==> src/rtl/uart_pkg.sv <==
`default_nettype none
`timescale 1ns/1ps
// ============================================================================
// Module   : uart_pkg
// Purpose  : Shared UART state encodings, frame constants and baud helper.
// Revision : 1.0 - initial release
// ============================================================================
package uart_pkg;

    localparam int DATA_BITS = 8;

    typedef enum logic [2:0] {
        ST_IDLE   = 3'd0,
        ST_START  = 3'd1,
        ST_DATA   = 3'd2,
        ST_STOP   = 3'd3,
        ST_PARITY = 3'd4
    } uart_state_t;

    // Truncating division; callers must keep the result >= 2.
    function automatic int clks_per_bit(input int clk_freq, input int baud);
        return clk_freq / baud;
    endfunction

endpackage
`default_nettype wire

==> src/rtl/uart_baud_tick.sv <==
`default_nettype none
`timescale 1ns/1ps
// ============================================================================
// Module   : uart_baud_tick
// Purpose  : Per-bit tick counter; o_bit_done pulses on the last clock of a bit.
// Revision : 1.0 - initial release
// ============================================================================
module uart_baud_tick #(
    parameter int CLKS_PER_BIT = 10
) (
    input  logic clk,
    input  logic rst,
    input  logic i_clear,
    output logic o_bit_done
);

    localparam int TICK_W = (CLKS_PER_BIT > 1) ? $clog2(CLKS_PER_BIT) : 1;
    localparam logic [TICK_W-1:0] c_last = TICK_W'(CLKS_PER_BIT - 1);

    logic [TICK_W-1:0] r_count;

    assign o_bit_done = (r_count == c_last);

    always_ff @(posedge clk or posedge rst) begin
        if (rst) begin
            r_count <= '0;
        end else if (i_clear || o_bit_done) begin
            r_count <= '0;
        end else begin
            r_count <= r_count + TICK_W'(1);
        end
    end

endmodule
`default_nettype wire

==> src/rtl/uart_tx_engine.sv <==
`default_nettype none
`timescale 1ns/1ps
// ============================================================================
// Module   : uart_tx_engine
// Purpose  : 8N1 UART transmitter with valid/ready input and registered outputs.
//            Define UART_TX_PARITY_EN to insert an even-parity bit before stop.
// Revision : 1.0 - initial release
// ============================================================================
module uart_tx_engine
    import uart_pkg::*;
#(
    parameter int CLK_FREQ = 100_000_000,
    parameter int BAUD     = 9600
) (
    input  logic                 clk,
    input  logic                 rst,
    input  logic [DATA_BITS-1:0] data,
    input  logic                 valid,
    output logic                 ready,
    output logic                 tx,
    output logic                 busy
);

    localparam int CLKS_PER_BIT = clks_per_bit(CLK_FREQ, BAUD);
    localparam logic [2:0] c_last_bit = 3'(DATA_BITS - 1);

    uart_state_t          r_state, w_state_nxt;
    logic                 r_tx, w_tx_nxt;
    logic                 r_ready, w_ready_nxt;
    logic                 r_busy, w_busy_nxt;
    logic [DATA_BITS-1:0] r_shift, w_shift_nxt;
    logic [2:0]           r_bit, w_bit_nxt;
    logic                 w_bit_done;
    logic                 w_tick_clear;
`ifdef UART_TX_PARITY_EN
    logic                 r_parity, w_parity_nxt;
`endif

    uart_baud_tick #(
        .CLKS_PER_BIT (CLKS_PER_BIT)
    ) u_baud_tick (
        .clk        (clk),
        .rst        (rst),
        .i_clear    (w_tick_clear),
        .o_bit_done (w_bit_done)
    );

    always_comb begin
        w_state_nxt  = r_state;
        w_tx_nxt     = r_tx;
        w_ready_nxt  = 1'b0;
        w_busy_nxt   = 1'b1;
        w_shift_nxt  = r_shift;
        w_bit_nxt    = r_bit;
        w_tick_clear = 1'b0;
`ifdef UART_TX_PARITY_EN
        w_parity_nxt = r_parity;
`endif
        case (r_state)
            ST_IDLE: begin
                // Holding the counter clear keeps the start bit a full bit long.
                w_tick_clear = 1'b1;
                w_tx_nxt     = 1'b1;
                w_ready_nxt  = 1'b1;
                w_busy_nxt   = 1'b0;
                if (valid && r_ready) begin
                    w_state_nxt  = ST_START;
                    w_tx_nxt     = 1'b0;
                    w_ready_nxt  = 1'b0;
                    w_busy_nxt   = 1'b1;
                    w_shift_nxt  = data;
`ifdef UART_TX_PARITY_EN
                    w_parity_nxt = ^data;
`endif
                end
            end
            ST_START: begin
                if (w_bit_done) begin
                    w_state_nxt = ST_DATA;
                    w_tx_nxt    = r_shift[0];
                    w_bit_nxt   = 3'd0;
                end
            end
            ST_DATA: begin
                if (w_bit_done) begin
                    w_shift_nxt = r_shift >> 1;
                    w_bit_nxt   = r_bit + 3'd1;
                    w_tx_nxt    = r_shift[1];
                    if (r_bit == c_last_bit) begin
`ifdef UART_TX_PARITY_EN
                        w_state_nxt = ST_PARITY;
                        w_tx_nxt    = r_parity;
`else
                        w_state_nxt = ST_STOP;
                        w_tx_nxt    = 1'b1;
`endif
                    end
                end
            end
`ifdef UART_TX_PARITY_EN
            ST_PARITY: begin
                if (w_bit_done) begin
                    w_state_nxt = ST_STOP;
                    w_tx_nxt    = 1'b1;
                end
            end
`endif
            ST_STOP: begin
                if (w_bit_done) begin
                    w_state_nxt = ST_IDLE;
                    w_tx_nxt    = 1'b1;
                    w_ready_nxt = 1'b1;
                    w_busy_nxt  = 1'b0;
                end
            end
            default: begin
                w_state_nxt  = ST_IDLE;
                w_tx_nxt     = 1'b1;
                w_ready_nxt  = 1'b1;
                w_busy_nxt   = 1'b0;
                w_bit_nxt    = 3'd0;
                w_tick_clear = 1'b1;
            end
        endcase
    end

    always_ff @(posedge clk or posedge rst) begin
        if (rst) begin
            r_state  <= ST_IDLE;
            r_tx     <= 1'b1;
            r_ready  <= 1'b1;
            r_busy   <= 1'b0;
            r_shift  <= '0;
            r_bit    <= 3'd0;
`ifdef UART_TX_PARITY_EN
            r_parity <= 1'b0;
`endif
        end else begin
            r_state  <= w_state_nxt;
            r_tx     <= w_tx_nxt;
            r_ready  <= w_ready_nxt;
            r_busy   <= w_busy_nxt;
            r_shift  <= w_shift_nxt;
            r_bit    <= w_bit_nxt;
`ifdef UART_TX_PARITY_EN
            r_parity <= w_parity_nxt;
`endif
        end
    end

    assign tx    = r_tx;
    assign ready = r_ready;
    assign busy  = r_busy;

endmodule
`default_nettype wire

==> config.mk <==
export PLATFORM = sky130hd
export DESIGN_NAME = uart_tx_engine
export DESIGN_NICKNAME = d
export VERILOG_FILES = /design/src/rtl/uart_pkg.sv /design/src/rtl/uart_baud_tick.sv /design/src/rtl/uart_tx_engine.sv
export SDC_FILE = /design/constraint.sdc
export NUM_CORES = 1
export LEC_CHECK = 0
export CAP_MARGIN = 20
export CORE_MARGIN = 2
export CORE_UTILIZATION = 57
export DETAILED_ROUTE_END_ITERATION = 12
export PLACE_DENSITY = 0.81
export SKIP_CTS_REPAIR_TIMING = 1
export SYNTH_ARGS = -nofsm -noshare
export SYNTH_HDL_FRONTEND = slang
export SYNTH_HIERARCHICAL = 1
export SYNTH_SLANG_ARGS = --single-unit
==> constraint.sdc <==
create_clock -name clk -period 2.7 [get_ports clk]
set_clock_uncertainty 0.2 [all_clocks]
set_input_delay 0.675 -clock clk [delete_from_list [all_inputs] [get_ports clk]]
set_output_delay 0.675 -clock clk [all_outputs]
set_load 0.01 [all_outputs]
# --- Word-level counts from Yosys, hierarchy flattened ---
# Index checks and enable logic that the tools add are counted.
classes:
  n_eq_ne: 10
  div_mod_pow: 0
  mul: 0
  magnitude_cmp: 0
  shifts: 0
  addsub: 2
  n_mux: 24
  n_reduce_logical: 11
  n_bitwise: 1
ops:
  columns: ["op", "count"]
  rows:
  - ["3-bit two-way mux", 6]
  - ["8-bit two-way mux", 2]
  - ["8-bit one-hot mux with 2 select lines", 1]
  - ["14-bit by 1-bit adder with 14-bit output, second input constant", 1]
  - ["14-bit equality test, second input constant", 1]
  - ["14-bit two-way mux", 1]
  - ["3-bit one-hot mux with 4 select lines", 1]
  - ["1-bit two-way mux", 9]
  - ["3-bit one-hot mux with 3 select lines", 1]
  - ["3-bit AND reduction", 3]
  - ["3-bit by 2-bit equality test with 1-bit output, second input constant", 2]
  - ["2-bit by 1-bit != test with 1-bit output, second input constant", 3]
  - ["1-bit one-hot mux with 3 select lines", 2]
  - ["5-bit AND reduction", 1]
  - ["2-bit != test, second input constant", 2]
  - ["1-bit one-hot mux with 4 select lines", 1]
  - ["2-bit OR reduction", 2]
  - ["3-bit by 1-bit adder with 3-bit output, second input constant", 1]
  - ["3-bit by 1-bit equality test with 1-bit output, second input constant", 1]
  - ["3-bit equality test, second input constant", 1]
  - ["3-bit logical NOT", 1]
  - ["3-bit OR reduction", 1]
  - ["2-bit nonzero test", 1]
  - ["1-bit logical AND", 1]
  - ["other kinds (2)", 2]
word_totals:
  romBits: 0
  ramBits: 0
  register_bits: 31
  memories: 0
  in_bits: 11
  latchBits: 0
  elab_cells: 55
  output_inout_bits: 3

# --- Depth between registers and ports, before layout ---
# Gate-level depths: netlist of run 1.
depth:
  depth_word: 5
  ltp_mapped: 7
  depth_no_buf: 6

# --- Cells and area by module ---
# Netlist of run 1, hierarchy kept.
modules_own_cells:
  columns: ["module", "area_each_um2", "n_inst", "cells_each", "seq_area_each_um2"]
  rows:
  - ["uart_tx_engine", 978.4, 1, 82, 402.9]
  - ["uart_baud_tick", 733.2, 1, 71, 350.3]

# --- Worst setup path before layout of run 1 ---
# No wires, ideal clock.
synth_timing:
  path_kind: "register -> register"
  start: "register u_baud_tick.r_count[9]"
  end: "register r_shift[0]"
  path_stages_with_launch: 7
  setup_slack_ns: 0.322
  setup_ns: 0.125
  arrival_time_ns: 2.053
  required_time_ns: 2.375
  path_buffers: 1
  period_less_slack_ns: 2.378
  path_cell_list: "dfrtp_1 -> or4b_1 -> nor4_2 -> buf_2 -> nor2b_1 -> nor3_4 -> mux2_2"
synth_via:
  elab_chain_len: 3
synth_rtl:
  columns: ["element", "line", "rtl"]
  rows:
  - ["start: declaration", "uart_baud_tick.sv:20", "logic [TICK_W-1:0] r_count;"]
  - ["start signal: assignment", "uart_baud_tick.sv:30", "r_count <= r_count + TICK_W'(1);"]
  - ["14-bit equality test", "uart_baud_tick.sv:22", "assign o_bit_done = (r_count == c_last);"]
  - ["named net w_bit_done", "uart_tx_engine.sv:33", "logic w_bit_done;"]
  - ["2-bit by 1-bit != test with 1-bit output (no line)", null, null]
  - ["3-bit AND reduction (no line)", null, null]
  - ["end signal: assignment", "uart_tx_engine.sv:143", "r_shift <= w_shift_nxt;"]
  - ["end: declaration", "uart_tx_engine.sv:31", "logic [DATA_BITS-1:0] r_shift, w_shift_nxt;"]
# The timed path passes the listed nets, and every way through them passes these cells.
# A chain may end at the register's enable or synchronous reset.

# --- Worst setup path after layout of run 1 ---
layout_timing:
  start: "register u_baud_tick.r_count[9]"
  end: "register r_shift[6]"
# Same word-level chain as after synthesis.

==> results of run 1 <==
==> per-stage QoR <==
stage	cells	util
after floorplan	153	-
after global placement	195	0.6588
after detailed placement	195	0.6588
after CTS	203	0.6802
after global routing	203	0.6802
final	203	0.6802
==> cells by family (layout without fill, tap and decap cells) <==
family / count (synthesis) / after routing / share of synthesized area
compound gates: 19 / 19 / 0.08627
xor+xnor: 12 / 12 / 0.06140
simple gates: 49 / 49 / 0.1718
buf+inv: 16 / 35 / 0.05629
flops: 30 / 30 / 0.4401
fa+ha+maj: 10 / 10 / 0.07310
mux: 17 / 17 / 0.1111
==> synthesized netlist by cell type (all sizes together) <==
| cell type | number |
|---|---|
| and2 | 1 |
| nand4 | 4 |
| buf | 5 |
| nor2b | 1 |
| a41oi | 1 |
| xor2 | 7 |
| mux2 | 16 |
| a21oi | 2 |
| dfrtp | 28 |
| ha | 10 |
| or2 | 1 |
| o221ai | 1 |
| nand2 | 7 |
| nor3 | 4 |
| dfstp | 2 |
| a21boi | 1 |
| inv | 11 |
| and2b | 2 |
| nor4 | 1 |
| o2111ai | 1 |
| and4 | 2 |
| mux2i | 1 |
| or4b | 3 |
| o2bb2ai | 2 |
| a22o | 3 |
| a21bo | 1 |
| xnor2 | 5 |
| nand3 | 5 |
| o31a | 1 |
| nor2 | 18 |
| o21ai | 6 |
==> worst reg2reg max path: cells and delay by family, from the launching register on <==
| family | cells | cell delay, ps |
|---|---|---|
| AND/OR/NAND/NOR | 4 | 1330 |
| multiplexers | 1 | 390 |
| flip-flops | 1 | 430 |
==> worst paths after layout <==
check                                            startpoint                          endpoint  slack (ps)  cells past startpoint
max                        u_baud_tick/r_count[9]$_DFF_PP0_            r_shift[6]$_DFFE_PP0P_         240                      5
min                                  r_shift[2]$_DFFE_PP0P_            r_shift[2]$_DFFE_PP0P_         310                      1
max reg2reg                u_baud_tick/r_count[9]$_DFF_PP0_            r_shift[6]$_DFFE_PP0P_         240                      5
min reg2reg                          r_shift[2]$_DFFE_PP0P_            r_shift[2]$_DFFE_PP0P_         310                      1
max in group asynchronous                               rst            r_state[0]$_DFFE_PP0P_        1360                      2
min in group asynchronous                               rst  u_baud_tick/r_count[3]$_DFF_PP0_         490                      2
==> routing by layer <==
layer	GRT usage	vias up	routed length [um]
met4	0.09091	0	68
met2	0.3476	24	1573
met5	0	-	0
li1	-	567	-
met3	0.07912	8	140
met1	0.2382	567	1216
==> power breakdown <==
group	internal [mW]	leakage (nW)	switching (mW)	total, mW
Sequential	0.593	0.385	0.101	0.693
Combinational	0.441	0.401	0.410	0.851
Clock	0.126	0.0353	0.152	0.278
Total	1.16	0.822	0.662	1.82
==> final cells by class <==
type | instances | area, um2 | share of cell area
clock buffer | 7 | 55.05 | 0.02885
clock inverter | 1 | 5.005 | 0.002623
inverter | 11 | 41.29 | 0.02164
sequential | 30 | 753.2 | 0.3948
timing repair buffer | 16 | 152.6 | 0.08000
tap | 31 | 38.79 | 0.02033
multi-input combinational | 107 | 862.1 | 0.4518
==> registers in the layout, summed over array words and instances (netlist names) <==
register,cells
ready,1
u_baud_tick/r_count,14
r_bit,3
r_state,2
busy,1
tx,1
r_shift,8
==> run metrics, run 1 <==
Die Span X=58.80 um; Worst-path clk slew=90 ps; DRC Markers=3; post-route minimum period=2456 ps; CTS tree=built; Diodes inserted=0; gpl congestion=0.8331; Worst Path Required=2720 ps; die area=0.003457 mm2; Least-Margin Pin Slew=611.9 ps; crit path launch type=register; failing checks=design-rule violations; setup ws final=243.6 ps; worst vdd ir=0.0004909 V; most frequent cells in the layout=dfrtp_1 (28), mux2_2 (16), nor2_1 (14), clkdlybuf4s50_1 (13), inv_1 (11); syn_nets=174; status=complete, but fails checks; top cell type's share of synthesized area=0.4094; Ports=14; vias in the first global route=1179; fin nets=192; WP buf/inv=0; Antenna Violating Nets Remaining=0; cts bufs inserted=5; vias post-DR=1166; Starting Density=0.6102; CP top delay family=simple AND/OR/NAND/NOR gates; gr ovfl total=0; final wirelength=2998 um; Fillers=224; Buffers on Ports=13; Hold WC Path Type=register to register; crit-path max FO=7; pin count of the biggest net entering global routing=17; total track usage=0.2085; worst-path cell chain=or4b_1, nor4_2, nor2b_1, nor3_4, mux2_2; H-tree levels=2; CTS max path bufs=2; CTS Sinks=30; Cell Area, Placed=0.001848 mm2; post-synthesis sequential area ratio=0.4401; fin area=0.001908 mm2; maxcap violations=0; synthesized area per cell=11.19 um2; Fin. Hold Viols=0; Critical Path End Type=register; first-pass GRT wire length=5237 um; Crit-path slowest cell=or4b_1; drt wl/cell=14.77 um; Clk Latency, worst-skew pair=330 ps; final setup fails=0; crit path kind=register to register; HPWL Detailed=2272 um; antenna violations before repair=0; layout cells sized above 1=0.2384; routed vias/inst=5.744; Core Footprint=0.002805 mm2; post-placement setup slack=235.4 ps; Area contributors post-synth=dfrtp_1 (41%), mux2_2 (11%), ha_1 (7.3%); Clock Tree Root=clkbuf_4; Syn Inst Count=153; fin. max-slew vios=0; PnR Total Power=1.822 mW; row count=19; Layout area overhead=11.48%; final hold slack=309.2 ps; unrepaired setup endpoints after global routing=no; Synth Cell Area=0.001712 mm2; largest area contributor in the netlist=dfrtp_1; #FFs+latches synth=30; DR pass1 iterations=8; max incr delay on CP=530 ps; Leakage=0.8215 nW; die height=58.80 um; worst path arrival time=2480 ps; Syn. warnings=6; Max Clk Rate=407.1 MHz; Final period util=0.9098; Power Dens Cells=954.8 mW/mm2; Netlist cell types=37; Final TNS setup=0 ps; most common library cell in the layout ignoring fill and taps=dfrtp_1; Rel. slew slack=0.5916; DR iter-0 viols=58
Note: power is estimated with default switching activity, not from simulation.
==> run 2: changes to the inputs <==
Settings changed: RECOVER_POWER from default to 25, SETUP_SLACK_MARGIN from default to 0.5.
==> run 2 against run 1 <==
Effect of this change:
- the flow still finishes with violations (design-rule violations)
- critical path depth up 1
- flip-flop and latch count unchanged
- via count up 5.1%
- register-to-register slack better by 30 ps
- cell count up 4.9%
- clock power down 8.3%
- core utilization up 9.8 points
- largest cell class unchanged
- largest power group unchanged
==> run metrics, run 2 (synthesis gave the netlist of run 1 again) <==
Final period util=0.8973; DR iter-0 viols=41; most frequent cells in the layout=dfrtp_1 (27), mux2_2 (14), nor2_4 (13); die height=58.80 um; Critical Path End Type=register; final setup fails=0; fin area=0.002182 mm2; gpl congestion=0.8442; Die Span X=58.80 um; Power Dens Cells=985.0 mW/mm2; pin count of the biggest net entering global routing=17; Antenna Violating Nets Remaining=0; biggest regs=u_baud_tick/r_count (14), r_shift (8), r_bit (3); row count=19; CTS tree=built; WHS Path Cells=1; Cell Area, Placed=0.001854 mm2; Reg-to-Reg Start=u_baud_tick/r_count[6]$_DFF_PP0_; Clock Tree Root=clkbuf_4; worst path arrival time=2440 ps; H-tree levels=2; Least-Margin Pin Slew=633.8 ps; max reg flops=14; crit path kind=register to register; post-route minimum period=2423 ps; Starting Density=0.6102; Max Clk Rate=412.8 MHz; final core occ=0.7779; CTS Sinks=30; CP startpoint=u_baud_tick/r_count[6]$_DFF_PP0_; reg2reg setup slack=280 ps; status=complete, but fails checks; vias in the first global route=1173; HPWL Detailed=2248 um; post-placement setup slack=252.0 ps; CTS max path bufs=2; Hold WC Path Type=register to register; vias post-DR=1226; maxcap violations=0; crit path to=r_shift[2]$_DFFE_PP0P_; cts bufs inserted=5; unrepaired setup endpoints after global routing=yes; Core Footprint=0.002805 mm2; failing checks=design-rule violations; fin nets=202; crit path launch type=register; antenna violations before repair=0; Layout area overhead=27.49%; layout cells sized above 1=0.3736; Buffers on Ports=13; Worst-path clk slew=90 ps; total track usage=0.1982; worst vdd ir=0.0006399 V; reg2reg end=r_shift[2]$_DFFE_PP0P_; die area=0.003457 mm2; final wirelength=3738 um; Rel. slew slack=0.5770; first-pass GRT wire length=5112 um; fin. max-slew vios=0; DRC Markers=1; Clk Latency, worst-skew pair=330 ps; setup ws final=277.4 ps; most common library cell in the layout ignoring fill and taps=dfrtp_1; drt wl/cell=17.55 um; routed vias/inst=5.756; crit-path max FO=6; DR pass1 iterations=8; Leakage=0.9228 nW; Ports=14; Worst Path Required=2720 ps; gr ovfl total=0; Final TNS setup=0 ps; Fin. Hold Viols=0; Diodes inserted=0; reg2reg path depth=6; Most flops, register=u_baud_tick/r_count
-- run 2: cell types whose count changed in the layout (fill, tap and decap cells not counted), sizes merged --
cell / before / now
buf: 3 / 13
clkdlybuf4s50: 13 / 10
dlymetal6s2s: 0 / 2
clkbuf: 7 / 8
clkinv: 1 / 0
dlygate4sd3: 0 / 1
-- run 2: cell type report --
type	instances	area [um2]
fill	171	623.1
tap	31	38.79
inverter	11	46.29
clock buffer	8	48.80
timing repair buffer	26	281.5
multi-input combinational	107	1012
sequential	30	754.5
-- run 2: worst min-delay path by stage --
stage	end	start
floorplan	u_baud_tick/r_count[0]$_DFF_PP0_	u_baud_tick/r_count[0]$_DFF_PP0_
finish	r_shift[3]$_DFFE_PP0P_	r_shift[3]$_DFFE_PP0P_
global placement	r_shift[6]$_DFFE_PP0P_	r_shift[6]$_DFFE_PP0P_
CTS	r_shift[3]$_DFFE_PP0P_	r_shift[3]$_DFFE_PP0P_
global route	r_shift[3]$_DFFE_PP0P_	r_shift[3]$_DFFE_PP0P_
detailed placement	r_shift[3]$_DFFE_PP0P_	r_shift[3]$_DFFE_PP0P_
-- run 2: report_power, final --
part | internal, mW | switching [mW]
clock network | 0.104 | 0.152
logic | 0.621 | 0.574
registers | 0.593 | 0.106
-- run 2: worst max-delay path, stage by stage, from the launching register on --
cell and delay (ps):
dfrtp_1 440, or4b_4 540, nor4_4 330, nor2b_2 100, nor3_4 210, buf_6 150
mux2_2 330
-- run 2: through the flow --
| stage | hold WS, ps | power, mW | cells |
|---|---|---|---|
| floorplan | 272.3 | 1.417 | 153 |
| global placement | 287.0 | 1.519 | 195 |
| detailed placement | 298.9 | 1.565 | 195 |
| CTS | 318.9 | 1.820 | 203 |
| global route | 340.2 | 2.272 | 213 |
| finish | 313.8 | 2.149 | 213 |
-- run 2: metal layers --
metal / vias up / track usage / part of all wire
li1: 585 / - / -
met1: 604 / 0.2233 / 0.38
met2: 27 / 0.3444 / 0.57
met3: 10 / 0.06593 / 0.028
met4: 0 / 0.07792 / 0.022
met5: - / 0 / 0
